<file path="config.mk">
export PLATFORM = sky130hd
export DESIGN_NAME = board_render
export DESIGN_NICKNAME = d
export VERILOG_FILES = /design/src/rtl/board_render.sv
export SDC_FILE = /design/constraint.sdc
export NUM_CORES = 1
export LEC_CHECK = 0
export BUFFER_PORTS_ARGS = -buffer_cell sky130_fd_sc_hd__buf_4
export CORE_MARGIN = 10
export CORE_UTILIZATION = 35
export DETAILED_ROUTE_END_ITERATION = 10
export PLACE_DENSITY_LB_ADDON = 0.05
export SYNTH_ARGS = -nofsm -noshare
export SYNTH_HDL_FRONTEND = slang
export SYNTH_SLANG_ARGS = --single-unit
</file>
<file path="constraint.sdc">
create_clock -name pclk -period 15.8 [get_ports pclk]
set_input_delay 1.58 -clock pclk [delete_from_list [all_inputs] [get_ports pclk]]
set_output_delay 1.58 -clock pclk [all_outputs]
set_load 0.05 [all_outputs]
</file>
<file path="src/rtl/board_render.sv">
`default_nettype none
// ============================================================================
//  Module   : board_render
//  Purpose  : Active-video pixel renderer for the board display. Tracks the
//             pixel position from the hen/ven active-video enables, draws an
//             N x N checkerboard at a parametrised origin and cell size,
//             fetches one piece code per cell from the board-state RAM and
//             overlays round pieces and a blinking cursor outline.
//  Ports    : pclk       - pixel clock, all logic on its rising edge
//             rst        - synchronous active-high reset
//             hen, ven   - horizontal / vertical active-video enables
//             mode       - 0 board, 1 +pieces, 2 +pieces+cursor, 3 solid C_BG
//             cur_x/y    - cursor cell column / row (>= N draws no cursor)
//             raddr      - board RAM address, row*N + col
//             rdata      - piece code, valid one pclk after raddr
//             rgb        - RGB444 pixel colour, 3 pclk after the pixel enable
//             frame_tick - one-cycle pulse for the last active pixel of a frame
//  Revision : 1.0 - initial release
// ============================================================================
module board_render #(
    parameter int          H_ACT   = 800,
    parameter int          V_ACT   = 600,
    parameter int          ORG_X   = 60,
    parameter int          ORG_Y   = 60,
    parameter int          CELL    = 60,
    parameter int          N       = 8,
    parameter int          RAD     = 24,
    parameter int          BLINK   = 5,
    parameter logic [11:0] C_LIGHT = 12'hFEA,
    parameter logic [11:0] C_DARK  = 12'h777,
    parameter logic [11:0] C_BG    = 12'h000,
    parameter logic [11:0] C_P1    = 12'h000,
    parameter logic [11:0] C_P2    = 12'hFFF,
    parameter logic [11:0] C_HL    = 12'h0F0,
    parameter logic [11:0] C_CUR   = 12'hF00
) (
    input  logic        pclk,
    input  logic        rst,
    input  logic        hen,
    input  logic        ven,
    input  logic [1:0]  mode,
    input  logic [3:0]  cur_x,
    input  logic [3:0]  cur_y,
    output logic [7:0]  raddr,
    input  logic [1:0]  rdata,
    output logic [11:0] rgb,
    output logic        frame_tick
);

    localparam logic [9:0]  c_x_last    = 10'(H_ACT - 1);
    localparam logic [9:0]  c_y_last    = 10'(V_ACT - 1);
    localparam logic [9:0]  c_org_x     = 10'(ORG_X);
    localparam logic [9:0]  c_org_y     = 10'(ORG_Y);
    localparam logic [7:0]  c_cell_last = 8'(CELL - 1);
    localparam logic [7:0]  c_half      = 8'(CELL / 2);
    localparam logic [7:0]  c_edge_hi   = 8'(CELL - 2);
    localparam logic [3:0]  c_n_last    = 4'(N - 1);
    localparam logic [7:0]  c_n         = 8'(N);
    localparam logic [15:0] c_rad_sq    = 16'(RAD * RAD);
    localparam logic        c_x_in0     = (ORG_X == 0);
    localparam logic        c_y_in0     = (ORG_Y == 0);

    // Per-axis cell tracker: in-cell offset, cell index, inside-board flag.
    typedef struct packed {
        logic [7:0] o;
        logic [3:0] c;
        logic       in;
    } axis_t;

    // Advances one axis tracker alongside its position counter, so cell
    // index and offset are available without any divider.
    function automatic axis_t axis_next(input axis_t cur, input logic zero,
                                        input logic step, input logic hit_org,
                                        input logic start_in);
        axis_t nxt;
        nxt = cur;
        if (zero) begin
            nxt.o  = '0;
            nxt.c  = '0;
            nxt.in = start_in;
        end else if (step) begin
            if (hit_org) begin
                nxt.o  = '0;
                nxt.c  = '0;
                nxt.in = 1'b1;
            end else if (cur.in) begin
                if (cur.o == c_cell_last) begin
                    nxt.o = '0;
                    if (cur.c == c_n_last) begin
                        nxt.in = 1'b0;
                    end else begin
                        nxt.c = cur.c + 4'd1;
                    end
                end else begin
                    nxt.o = cur.o + 8'd1;
                end
            end
        end
        return nxt;
    endfunction

    // Stage 0: position counters and cell trackers
    logic [9:0]  x_q, x_d, y_q, y_d;
    axis_t       xc_q, xc_d, yc_q, yc_d;
    logic        frame_tick_q, frame_tick_d;
    // Stage 1
    logic        s1_valid_q, s1_valid_d, s1_inb_q, s1_inb_d;
    logic [3:0]  s1_cx_q, s1_cx_d, s1_cy_q, s1_cy_d;
    logic [7:0]  s1_ox_q, s1_ox_d, s1_oy_q, s1_oy_d;
    logic [7:0]  raddr_q, raddr_d;
    // Stage 2
    logic        s2_valid_q, s2_valid_d, s2_inb_q, s2_inb_d;
    logic [3:0]  s2_cx_q, s2_cx_d, s2_cy_q, s2_cy_d;
    logic        s2_piece_q, s2_piece_d, s2_edge_q, s2_edge_d;
    logic        s2_par_q, s2_par_d;
    // Stage 3 and blink
    logic [11:0] rgb_q, rgb_d;
    logic [BLINK:0] blink_cnt_q, blink_cnt_d;

    logic        w_act, w_x_wrap, w_y_wrap, w_inb;
    logic        w_step_x, w_zero_x, w_step_y, w_zero_y;
    logic signed [7:0]  w_dx, w_dy;
    logic signed [15:0] w_dx_sq, w_dy_sq;
    logic [15:0] w_dist_sq;
    logic        w_blink, w_cur_hit;

    assign w_act    = hen & ven;
    assign w_x_wrap = (x_q == c_x_last);
    assign w_y_wrap = (y_q == c_y_last);
    assign w_step_x = w_act & ~w_x_wrap;
    assign w_zero_x = ~ven | (w_act & w_x_wrap);
    assign w_step_y = w_act & w_x_wrap & ~w_y_wrap;
    assign w_zero_y = ~ven | (w_act & w_x_wrap & w_y_wrap);
    assign w_inb    = xc_q.in & yc_q.in;

    // Distance of the pixel from the cell centre, squared in 16 bits.
    assign w_dx      = signed'(s1_ox_q - c_half);
    assign w_dy      = signed'(s1_oy_q - c_half);
    assign w_dx_sq   = $signed({{8{w_dx[7]}}, w_dx}) * $signed({{8{w_dx[7]}}, w_dx});
    assign w_dy_sq   = $signed({{8{w_dy[7]}}, w_dy}) * $signed({{8{w_dy[7]}}, w_dy});
    assign w_dist_sq = unsigned'(w_dx_sq) + unsigned'(w_dy_sq);

    // Top counter bit flips once every 2^BLINK frame ticks.
    assign w_blink   = blink_cnt_q[BLINK];
    assign w_cur_hit = (mode == 2'd2) && (s2_cx_q == cur_x) && (s2_cy_q == cur_y)
                       && s2_edge_q && w_blink;

    always_comb begin
        // Stage 0
        x_d = x_q;
        y_d = y_q;
        if (w_zero_x)      x_d = '0;
        else if (w_step_x) x_d = x_q + 10'd1;
        if (w_zero_y)      y_d = '0;
        else if (w_step_y) y_d = y_q + 10'd1;
        xc_d = axis_next(xc_q, w_zero_x, w_step_x, (x_q + 10'd1) == c_org_x, c_x_in0);
        yc_d = axis_next(yc_q, w_zero_y, w_step_y, (y_q + 10'd1) == c_org_y, c_y_in0);
        frame_tick_d = w_act & w_x_wrap & w_y_wrap;

        // Stage 1: raddr only moves for in-board active pixels
        s1_valid_d = w_act;
        s1_inb_d   = w_inb;
        s1_cx_d    = xc_q.c;
        s1_cy_d    = yc_q.c;
        s1_ox_d    = xc_q.o;
        s1_oy_d    = yc_q.o;
        raddr_d    = raddr_q;
        if (w_act && w_inb) begin
            raddr_d = {4'd0, yc_q.c} * c_n + {4'd0, xc_q.c};
        end

        // Stage 2: geometry, rdata is looked up in the colour mux below
        s2_valid_d = s1_valid_q;
        s2_inb_d   = s1_inb_q;
        s2_cx_d    = s1_cx_q;
        s2_cy_d    = s1_cy_q;
        s2_piece_d = (w_dist_sq < c_rad_sq);
        s2_edge_d  = (s1_ox_q < 8'd2) || (s1_ox_q >= c_edge_hi) ||
                     (s1_oy_q < 8'd2) || (s1_oy_q >= c_edge_hi);
        s2_par_d   = s1_cx_q[0] ^ s1_cy_q[0];

        // Stage 3: colour priority mux
        if (!s2_valid_q) begin
            rgb_d = 12'h000;
        end else if (mode == 2'd3 || !s2_inb_q) begin
            rgb_d = C_BG;
        end else if (w_cur_hit) begin
            rgb_d = C_CUR;
        end else if (mode != 2'd0 && s2_piece_q && rdata != 2'd0) begin
            case (rdata)
                2'd1:    rgb_d = C_P1;
                2'd2:    rgb_d = C_P2;
                default: rgb_d = C_HL;
            endcase
        end else begin
            rgb_d = s2_par_q ? C_DARK : C_LIGHT;
        end

        blink_cnt_d = frame_tick_q ? blink_cnt_q + 1'b1 : blink_cnt_q;
    end

    always_ff @(posedge pclk) begin
        if (rst) begin
            x_q          <= '0;
            y_q          <= '0;
            xc_q         <= '{o: 8'd0, c: 4'd0, in: c_x_in0};
            yc_q         <= '{o: 8'd0, c: 4'd0, in: c_y_in0};
            frame_tick_q <= 1'b0;
            s1_valid_q   <= 1'b0;
            s1_inb_q     <= 1'b0;
            s1_cx_q      <= '0;
            s1_cy_q      <= '0;
            s1_ox_q      <= '0;
            s1_oy_q      <= '0;
            raddr_q      <= '0;
            s2_valid_q   <= 1'b0;
            s2_inb_q     <= 1'b0;
            s2_cx_q      <= '0;
            s2_cy_q      <= '0;
            s2_piece_q   <= 1'b0;
            s2_edge_q    <= 1'b0;
            s2_par_q     <= 1'b0;
            rgb_q        <= 12'h000;
            blink_cnt_q  <= '0;
        end else begin
            x_q          <= x_d;
            y_q          <= y_d;
            xc_q         <= xc_d;
            yc_q         <= yc_d;
            frame_tick_q <= frame_tick_d;
            s1_valid_q   <= s1_valid_d;
            s1_inb_q     <= s1_inb_d;
            s1_cx_q      <= s1_cx_d;
            s1_cy_q      <= s1_cy_d;
            s1_ox_q      <= s1_ox_d;
            s1_oy_q      <= s1_oy_d;
            raddr_q      <= raddr_d;
            s2_valid_q   <= s2_valid_d;
            s2_inb_q     <= s2_inb_d;
            s2_cx_q      <= s2_cx_d;
            s2_cy_q      <= s2_cy_d;
            s2_piece_q   <= s2_piece_d;
            s2_edge_q    <= s2_edge_d;
            s2_par_q     <= s2_par_d;
            rgb_q        <= rgb_d;
            blink_cnt_q  <= blink_cnt_d;
        end
    end

    assign raddr      = raddr_q;
    assign rgb        = rgb_q;
    assign frame_tick = frame_tick_q;

endmodule
`default_nettype wire

</file>
==> results.py, run 1 <==
metrics = {
    "worst_setup_path": {
        "crit_fanout": 15,
        "crit_path_start_kind": "flop",
        "worstReg2RegStart": "s1_oy_q[1]",
        "r2r_cells": 22,
        "endpoint": "s2_piece_q",
        "rr_endpoint": "s2_piece_q",
        "crit_required_ns": 16.09,
        "critPathKind": "flop to flop",
        "cp-startpoint": "s1_oy_q[1]",
        "cp-end-kind": "flop",
        "r2r_slack_ns": 8.37,
        "critPathArrivalTime_ns": 7.72,
    },
    "grt": {
        "grt_use_total_pct": 13.4,
        "grt-ovfl-total": 0,
        "grt_max_degree": 58,
        "grt_pass1_wl_um": 36100,
        "grt_pass1_vias": 6967,
        "antenna_found_initial": 0,
    },
    "timing": {
        "final_max_slew_viol_count": 0,
        "finalSetupViolations": 0,
        "rsz0062_at_grt": "false",
        "timing.hold.ws_ns": 0.441,
        "worst_pin_slew_ns": 0.907,
        "clock_skew_ns": 0.0161,
        "period_needed_ns": 7.43,
        "period_share_pct": 47.1,
        "max_freq_mhz": 135,
        "setup_slack_ns": 8.37,
        "max-slew-margin-rel_pct": 39.1,
        "finalHoldViolCount": 0,
        "setup_tns_ns": 0,
    },
    "route": {
        "drc": 0,
        "wl_um": 21200,
        "first_pass_iters": 5,
        "routedWlPerCell_um": 15.2,
        "ant_nets": 0,
        "vias": 6593,
        "vias_per_cell": 4.74,
        "drtIter0Drc": 211,
    },
    "power": {
        "p_per_area_mw_per_mm2": 51.3,
        "vdd_drop_max_v": 0.0000436,
        "p_leak_nw": 4.45,
    },
    "clock_network": {
        "cts_resized": 0,
        "cts.clk_slew.worst_paths_ns": 0.09,
        "cts_hold_buf": 0,
        "cts_tree": "done",
        "cts_setup_buffers": 0,
        "cts.sink_count": 108,
        "numCtsBuffers": 9,
        "root_buffer": "clkbuf_16",
        "clk_latency_ns": 0.37,
        "clockBufferDepth": 2,
        "h-tree-depth": 3,
    },
    "layout": {
        "layout.nets": 1244,
        "drive_gt1_share_pct": 7.19,
        "n_antenna_cell": 0,
        "fin_util_pct": 39.0,
        "syn2layout_area_growth_pct": 9.50,
        "finish.instance_area_sq_mm": 0.0102,
    },
    "yosys": {
        "ys.flop_type": "dfxtp_1",
        "synthTopCellsByCount": "inv_1 (160), fa_1 (110), dfxtp_1 (108), nor2_1 (108), nand2_1 (76)",
        "ys_async_sr_fraction_pct": 0,
        "seq_area_frac_synth_pct": 23.3,
        "synth_area_per_cell_sq_um": 8.97,
        "syn_inst": 1034,
        "ys_ff_latch": 108,
        "synth_enable_flop_cells": 0,
        "synth.most_common_cell": "inv_1",
        "yosysUniqueCellTypes": 63,
        "synthTopCellsByArea": "fa_1 (24%), dfxtp_1 (23%), ha_1 (8.9%)",
        "mappedNetlistArea_sq_mm": 0.00927,
        "yosysWarnings": 0,
        "syn_nets": 1226,
        "synth_area_leader_cell": "fa_1",
        "yosysTopAreaCellShare_pct": 23.7,
    },
    "worst_hold_path": {
        "min_from": "s1_cx_q[3]",
        "hp-class": "flop to flop",
        "hold_depth": 1,
    },
    "flow_run": {
        "maxCapViolations": 0,
    },
    "place": {
        "place_ws_ns": 8.33,
        "placedInstanceArea_sq_mm": 0.00984,
        "portBuffers": 36,
        "hpwl_um": 17400,
        "finalWeightedCongestion": 0.780,
    },
    "floorplanning": {
        "die_area_sq_mm": 0.0334,
        "rows": 59,
        "initial_core_util_pct": 35.6,
        "die-width_um": 183,
        "design.core.area_sq_mm": 0.0261,
        "die_y_um": 183,
        "ios": 37,
    },
    "status": {
        "run_status": "finished, final reports clean",
    },
}
[cells by family (layout without fill, tap and decap cells)]
kind of cell             count (synthesis)  after routing  synth area share (%)
multiplexers                             8              8                 0.890
AO/OA/AOI/OAI                          128            128                  9.05
flip-flops                             108            108                  23.3
XOR/XNOR                                76             76                  7.33
buffers and inverters                  193            216                  8.05
adder cells (fa/ha/maj)                176            176                  32.6
AND/OR/NAND/NOR                        345            345                  18.7
[worst max-delay path: stages, from the launching register on]
cell and delay [ns]:
dfxtp_1 0.64, ha_1 0.28, nand3_1 0.11, nor3b_1 0.18, xnor2_1 0.40, clkinv_1 0.45, and2_1 0.47, fa_1 0.57
inv_1 0.05, fa_1 0.50, inv_1 0.05, fa_1 0.46, fa_1 0.52, fa_1 0.57, inv_1 0.06, fa_1 0.55
inv_1 0.04, ha_1 0.33, or2_2 0.30, a31oi_1 0.35, a211oi_1 0.09, a31o_2 0.23, nor3_1 0.16
[cell usage in the layout (no fill, tap or decap), types with 3 or more instances in the layout]
| cell | Yosys | layout |
|---|---|---|
| inv_1 | 160 | 160 |
| fa_1 | 110 | 110 |
| nor2_1 | 108 | 108 |
| dfxtp_1 | 108 | 108 |
| nand2_1 | 76 | 76 |
| ha_1 | 66 | 66 |
| xnor2_1 | 42 | 42 |
| a21oi_1 | 42 | 42 |
| buf_4 | 4 | 39 |
| nor2b_1 | 38 | 38 |
| xor2_1 | 33 | 33 |
| o21ai_0 | 30 | 30 |
| nand3_1 | 25 | 25 |
| nand4_1 | 20 | 20 |
| and2_1 | 13 | 13 |
| nor3_1 | 9 | 9 |
| clkbuf_16 | 0 | 9 |
| a21o_1 | 8 | 8 |
| nand3b_1 | 8 | 8 |
| or2_2 | 7 | 7 |
| or3_1 | 7 | 7 |
| mux2i_1 | 6 | 6 |
| nand2b_1 | 6 | 6 |
| a211oi_1 | 6 | 6 |
| and3_1 | 6 | 6 |
| nor3b_1 | 5 | 5 |
| o2111ai_1 | 5 | 5 |
| a31oi_1 | 5 | 5 |
| nor4_1 | 4 | 4 |
| o21a_1 | 4 | 4 |
| a31o_2 | 3 | 3 |
| o211ai_1 | 3 | 3 |
| a32oi_1 | 3 | 3 |
| o31ai_1 | 3 | 3 |
[worst min path at each step]
stage                            end
after floorplan           s2_cx_q[1]
after global placement    s2_cy_q[2]
after detailed placement  s2_cx_q[3]
after CTS                 s2_cx_q[3]
after global routing      s2_cy_q[2]
final                     s2_cx_q[3]
[final cells by class]
cell class | instances | area [sq um]
clock inverters | 7 | 86.3
clock buffers | 9 | 225
inverters | 161 | 604
multi-input cells | 733 | 6360
flip-flops and latches | 108 | 2160
fillers | 2672 | 15900
repair buffers | 39 | 293
well taps | 335 | 419
[layer usage]
metal | GRT usage, % | share of wire, % | wire [um]
met2 | 23.6 | 50 | 10700
met5 | 0 | 0 | 0
met3 | 1.77 | 2.0 | 415
met4 | 3.45 | 1.5 | 316
met1 | 16.7 | 46 | 9800
[sequential cells by signal, summed over array words and instances (netlist names), 4 cells and up]
register     count
s1_cy_q          4
s2_cy_q          4
s1_ox_q          8
s1_cx_q          4
s1_cy_d          4
y_q             10
rgb              8
x_q             10
s2_cx_q          4
s1_oy_q          8
s1_cx_d          4
raddr            8
blink_cnt_q      6
s1_ox_d          8
s1_oy_d          8
[power by group]
part           internal, mW  switching [mW]
registers             0.272        0.000267
logic               0.00413         0.00822
clock network         0.115           0.121
total                 0.391           0.130
[through the flow]
stage,power [mW],cells
detailed placement,0.292,1376
CTS,0.531,1392
global route,0.541,1392
finish,0.521,1392
global placement,0.292,1376
floorplan,0.285,1034
(Power assumes the default switching activity.)
==> run 2, diff against run 1 <==
==> constraint.sdc (replaced) <==
create_clock -name pclk -period 7 [get_ports pclk]
set_input_delay 0.7 -clock pclk [delete_from_list [all_inputs] [get_ports pclk]]
set_output_delay 0.7 -clock pclk [all_outputs]
set_load 0.05 [all_outputs]
==> run 2 against run 1 <==
  * Sequential power is 130% higher
  * Global-route usage is 0.30 points higher
  * Clock-buffer cell count stayed put
  * Non-clock buffer count is 14 higher
  * Clock power is 120% higher
  * First-iteration DRC count is 6.2% higher
  * Critical path depth is 1 higher
  * Clock skew is 0.0034 ns lower
  * Sequential share of layout area is 0.23 points lower
  * Via count is 0.59% higher
  * Critical path type unchanged
==> results.py, run 2 (same netlist as run 1, synthesis figures left out) <==
metrics = {
    "worst_setup_path": {
        "cp_cell_sequence": "ha_1, nand3_1, nor3b_2, xnor2_2, nor2_1, fa_1, inv_1, fa_1, inv_1, fa_1, inv_1, fa_1, inv_1, fa_1, inv_1, fa_1, xnor2_1, xnor2_1, xnor2_1, xnor2_1, o311ai_0, a31o_2, nor3_1",
        "critPathArrivalTime_ns": 6.79,
        "cp-end-kind": "flop",
        "max_stage_delay_ns": 0.62,
        "critPathKind": "flop to flop",
        "cp_slowest_cell": "fa_1",
        "crit_required_ns": 7.29,
        "crit_fanout": 10,
        "crit_top_cell": "fa_1",
        "crit_path_start_kind": "flop",
    },
    "power": {
        "netSwitchingPower_uw": 288,
        "p_comb_share_pct": 2.4,
        "p_int_uw": 880,
        "swShare_pct": 24.7,
        "vdd_drop_max_v": 0.000115,
        "pwr-share-clk_pct": 45.0,
        "total_power_mw": 1.17,
        "p_leak_nw": 4.53,
        "power_frac_seq_pct": 52.7,
        "p_per_area_mw_per_mm2": 114,
    },
    "floorplanning": {
        "die_area_sq_mm": 0.0334,
        "rows": 59,
        "design.core.area_sq_mm": 0.0261,
        "ios": 37,
        "initial_core_util_pct": 35.6,
        "die_y_um": 183,
        "die-width_um": 183,
    },
    "route": {
        "wl_met1_um": 10100,
        "vias_per_cell": 4.72,
        "first_pass_iters": 4,
        "ant_nets": 0,
        "wl_um": 21700,
        "highest_layer": "met4",
        "wl_met3_um": 387,
        "drtIter0Drc": 224,
        "wl_met2_um": 11000,
        "drc": 0,
        "vias": 6632,
        "routedWlPerCell_um": 15.4,
    },
    "place": {
        "hpwl_um": 17800,
        "finalWeightedCongestion": 0.795,
        "place_ws_ns": 0.207,
        "portBuffers": 36,
        "place_inst": 1390,
    },
    "timing": {
        "finalHoldViolCount": 0,
        "period_needed_ns": 6.50,
        "max-slew-margin-rel_pct": 45.5,
        "max_freq_mhz": 154,
        "final_max_slew_viol_count": 0,
        "period_share_pct": 92.8,
        "setup_slack_ns": 0.501,
        "clock_skew_ns": 0.0127,
        "setup_tns_ns": 0,
        "worst_pin_slew_ns": 0.812,
        "finalSetupViolations": 0,
    },
    "layout": {
        "top_regs": "x_q x10, y_q x10",
        "final_cell_mix": "inv_1 (160), fa_1 (110), nor2_1 (108)",
        "final_common_cell": "inv_1",
        "n_fill_cell": 2718,
        "n_antenna_cell": 0,
        "drive_gt1_share_pct": 8.87,
        "layout.cells.non_filler": 1406,
        "syn2layout_area_growth_pct": 10.8,
        "layout.nets": 1258,
    },
    "clock_network": {
        "cts.clk_slew.worst_paths_ns": 0.08,
        "cts.sink_count": 108,
        "h-tree-depth": 3,
        "cts_tree": "done",
        "clockBufferDepth": 2,
        "clk_latency_ns": 0.36,
        "numCtsBuffers": 9,
        "cts_resized": 0,
        "cts_hold_buf": 0,
        "cts_setup_buffers": 0,
        "root_buffer": "clkbuf_16",
    },
    "grt": {
        "grt_pass1_vias": 7109,
        "grt_pass1_wl_um": 37100,
        "grt_use_total_pct": 13.7,
        "grt_max_degree": 58,
        "grt-ovfl-total": 0,
        "antenna_found_initial": 0,
    },
    "status": {
        "run_status": "finished, final reports clean",
    },
    "flow_run": {
        "maxCapViolations": 0,
    },
    "worst_hold_path": {
        "hp-class": "flop to flop",
    },
}
run 2: cell count changes in the layout (fill, tap and decap cells not counted), sizes merged:
| cell | before | now |
|---|---|---|
| clkinv | 4 | 2 |
| inv | 164 | 165 |
| clkinvlp | 0 | 1 |
| buf | 39 | 53 |
run 2: worst paths after layout:
| check | from | end | slack [ns] | cells past startpoint |
|---|---|---|---|---|
| worst min-delay path | s1_cy_q[1] | s2_cy_q[1] | 0.44 | 1 |
| worst max-delay path | s1_ox_q[2] | s2_piece_q | 0.50 | 23 |
| worst max register to register | s1_ox_q[2] | s2_piece_q | 0.50 | 23 |
| worst min register to register | s1_cy_q[1] | s2_cy_q[1] | 0.44 | 1 |
run 2: power by group through the flow:
stage	logic (mW)	clock network [mW]	registers, mW
after detailed placement	0.0288	0	0.630
after global placement	0.0287	0	0.630
final	0.0277	0.525	0.615
after global routing	0.0312	0.561	0.615
after floorplan	0.0142	0	0.630
after CTS	0.0287	0.543	0.615
run 2: critical path, delay by kind of cell (launching register included):
family	cells	cell delay, ns
buf+inv	5	0.31
compound gates	2	0.42
simple gates	4	0.70
flops	1	0.45
xor+xnor	5	1.14
fa+ha+maj	7	3.40
run 2: through the flow:
stage / hold slack [ns] / cell area [sq um] / util [%]
final: 0.442 / 10300 / 39.4
after global routing: 0.469 / 10300 / 39.4
after CTS: 0.446 / 10300 / 39.3
after detailed placement: 0.432 / 9950 / 38.2
after global placement: 0.429 / 9950 / 38.2
after floorplan: 0.414 / 9270 / -
run 2: cell type report:
cell class / count / area, sq um / area share [%]
timing repair buffer: 53 / 398 / 3.87
sequential: 108 / 2160 / 21.1
inverter: 161 / 604 / 5.88
multi-input combinational: 733 / 6380 / 62.1
clock buffer: 9 / 225 / 2.19
tap: 335 / 419 / 4.08
clock inverter: 7 / 80.1 / 0.779
run 2: routing by layer:
layer / vias up / global-route usage, %
met3: 15 / 1.48
met5: - / 0
li1: 3381 / -
met4: 0 / 3.00
met2: 44 / 24.3
met1: 3192 / 17.4
==> run 3, diff against run 2 <==
--- a/config.mk
+++ b/config.mk
@@ -6,7 +6,7 @@
 export NUM_CORES = 1
 export LEC_CHECK = 0
 export BUFFER_PORTS_ARGS = -buffer_cell sky130_fd_sc_hd__buf_4
-export CORE_MARGIN = 10
+export CORE_ASPECT_RATIO = 1.1
 export CORE_UTILIZATION = 35
 export DETAILED_ROUTE_END_ITERATION = 10
 export PLACE_DENSITY_LB_ADDON = 0.05
==> run 3 against run 2 <==
  * Cell count is 1.1% higher
  * Register-to-register slack lost 0.08 ns
  * Critical path type unchanged
  * Clock-buffer cell count grew 3
  * Largest power group unchanged
  * Global-route usage grew 4.1 points
  * Sequential cell count unchanged
==> results.py, run 3 (same netlist as run 1, synthesis figures left out) <==
metrics = {
    "worst_setup_path": {
        "critPathArrivalTime_ns": 6.85,
        "crit_top_cell": "fa_1",
        "r2r_cells": 23,
        "cp_slowest_cell": "fa_2",
        "critPathKind": "flop to flop",
        "crit_path_start_kind": "flop",
        "crit_fanout": 7,
        "crit_buf_inv": 4,
        "crit_required_ns": 7.27,
        "cp_cell_sequence": "ha_1, nand3_1, nor3b_2, xnor2_1, buf_4, or2_2, fa_2, fa_1, inv_1, fa_1, fa_1, fa_1, inv_1, fa_1, inv_1, ha_1, a21o_1, a21oi_1, nand2b_1, a21oi_1, a211oi_1, nand4_1, nor3_1",
        "r2r_slack_ns": 0.42,
        "max_stage_delay_ns": 0.67,
        "worst-path-stages": 23,
        "path_delay_family": "adder cells",
        "cp-end-kind": "flop",
    },
    "clock_network": {
        "cts_setup_buffers": 0,
        "root_buffer": "clkbuf_16",
        "clockBufferDepth": 2,
        "cts.clk_slew.worst_paths_ns": 0.07,
        "cts_resized": 0,
        "cts_hold_buf": 0,
        "cts.sink_count": 108,
        "cts_tree": "done",
        "numCtsBuffers": 9,
        "h-tree-depth": 3,
        "clk_latency_ns": 0.35,
    },
    "route": {
        "drtIter0Drc": 341,
        "drc": 0,
        "routedWlPerCell_um": 15.5,
        "vias": 6687,
        "ant_nets": 0,
        "vias_per_cell": 4.71,
        "wl_um": 22000,
        "first_pass_iters": 4,
    },
    "layout": {
        "top_regs": "x_q x10, y_q x10",
        "register_area_sq_mm": 0.00216,
        "multi_input_area_sq_mm": 0.00640,
        "final_common_cell": "inv_1",
        "layout.nets": 1256,
        "drive_gt1_share_pct": 9.07,
        "syn2layout_area_growth_pct": 11.1,
        "n_fill_cell": 2751,
        "n_antenna_cell": 0,
        "fin_util_pct": 39.5,
        "layout.cells.non_filler": 1421,
        "final_cell_mix": "inv_1 (160), nor2_1 (108), fa_1 (108)",
    },
    "place": {
        "finalWeightedCongestion": 0.787,
        "place_inst": 1405,
        "hpwl_um": 18000,
        "portBuffers": 36,
    },
    "power": {
        "p_leak_nw": 4.52,
        "vdd_drop_max_v": 0.0000990,
        "p_per_area_mw_per_mm2": 114,
        "total_power_mw": 1.18,
    },
    "worst_hold_path": {
        "hp-class": "flop to flop",
        "hold_depth": 1,
    },
    "grt": {
        "grt_pass1_vias": 7190,
        "grt_pass1_wl_um": 37400,
        "grt-ovfl-total": 0,
        "grt_max_degree": 58,
        "antenna_found_initial": 0,
        "grt_use_total_pct": 17.7,
    },
    "timing": {
        "period_share_pct": 94.0,
        "clock_skew_ns": 0.0119,
        "timing.hold.ws_ns": 0.439,
        "period_needed_ns": 6.58,
        "final_max_slew_viol_count": 0,
        "max_freq_mhz": 152,
        "finalSetupViolations": 0,
        "max-slew-margin-rel_pct": 45.0,
        "finalHoldViolCount": 0,
        "worst_pin_slew_ns": 0.820,
    },
    "floorplanning": {
        "die_area_sq_mm": 0.0272,
        "die_y_um": 173,
        "initial_core_util_pct": 35.6,
        "rows": 62,
        "die-width_um": 157,
        "ios": 37,
        "design.core.area_sq_mm": 0.0261,
    },
    "status": {
        "run_status": "finished, final reports clean",
    },
    "flow_run": {
        "maxCapViolations": 0,
    },
}
## run 3: changes by cell type in the layout (fill, tap and decap cells not counted), sizes merged
| cell | previous run | this run |
|---|---|---|
| inv | 165 | 161 |
| clkbuf | 9 | 12 |
| buf | 53 | 51 |
| bufinv | 0 | 1 |
| clkinv | 2 | 3 |
| clkinvlp | 1 | 0 |
## run 3: metrics by stage
stage          worst slack, ns  cell area [sq um]  setup TNS, ns
5_1_grt               -0.00147              10300       -0.00147
6_report                 0.419              10300              0
2_1_floorplan            0.432               9270              0
3_5_place_dp             0.299               9950              0
4_1_cts                  0.241              10300              0
3_3_place_gp             0.334               9950              0
## run 3: worst paths after layout
check / startpoint / endpoint
max reg2reg: s1_ox_q[2] / s2_piece_q
max: s1_ox_q[2] / s2_piece_q
min: s1_valid_q / s2_valid_q
min reg2reg: s1_valid_q / s2_valid_q
## run 3: area by class of cell
class                      instances  area share, %
clock inverter                     4          0.546
clock buffer                      12           2.49
tap                              352           4.27
timing repair buffer              51           3.71
inverter                         161           5.86
sequential                       108           21.0
multi-input combinational        733           62.1
## run 3: metal layers
| metal | vias to the layer above | part of all wire (%) | track usage [%] |
|---|---|---|---|
| li1 | 3374 | - | - |
| met1 | 3239 | 43 | 21.3 |
| met2 | 66 | 54 | 33.9 |
| met3 | 8 | 1.5 | 1.38 |
| met4 | 0 | 0.87 | 3.56 |
| met5 | - | 0 | 0 |
## run 3: power breakdown
part           leakage, nW  switching (mW)  internal, mW  total, mW
combinational         3.49          0.0183       0.00932     0.0276
sequential           0.871        0.000624         0.615      0.615
clock                0.153           0.233         0.300      0.533
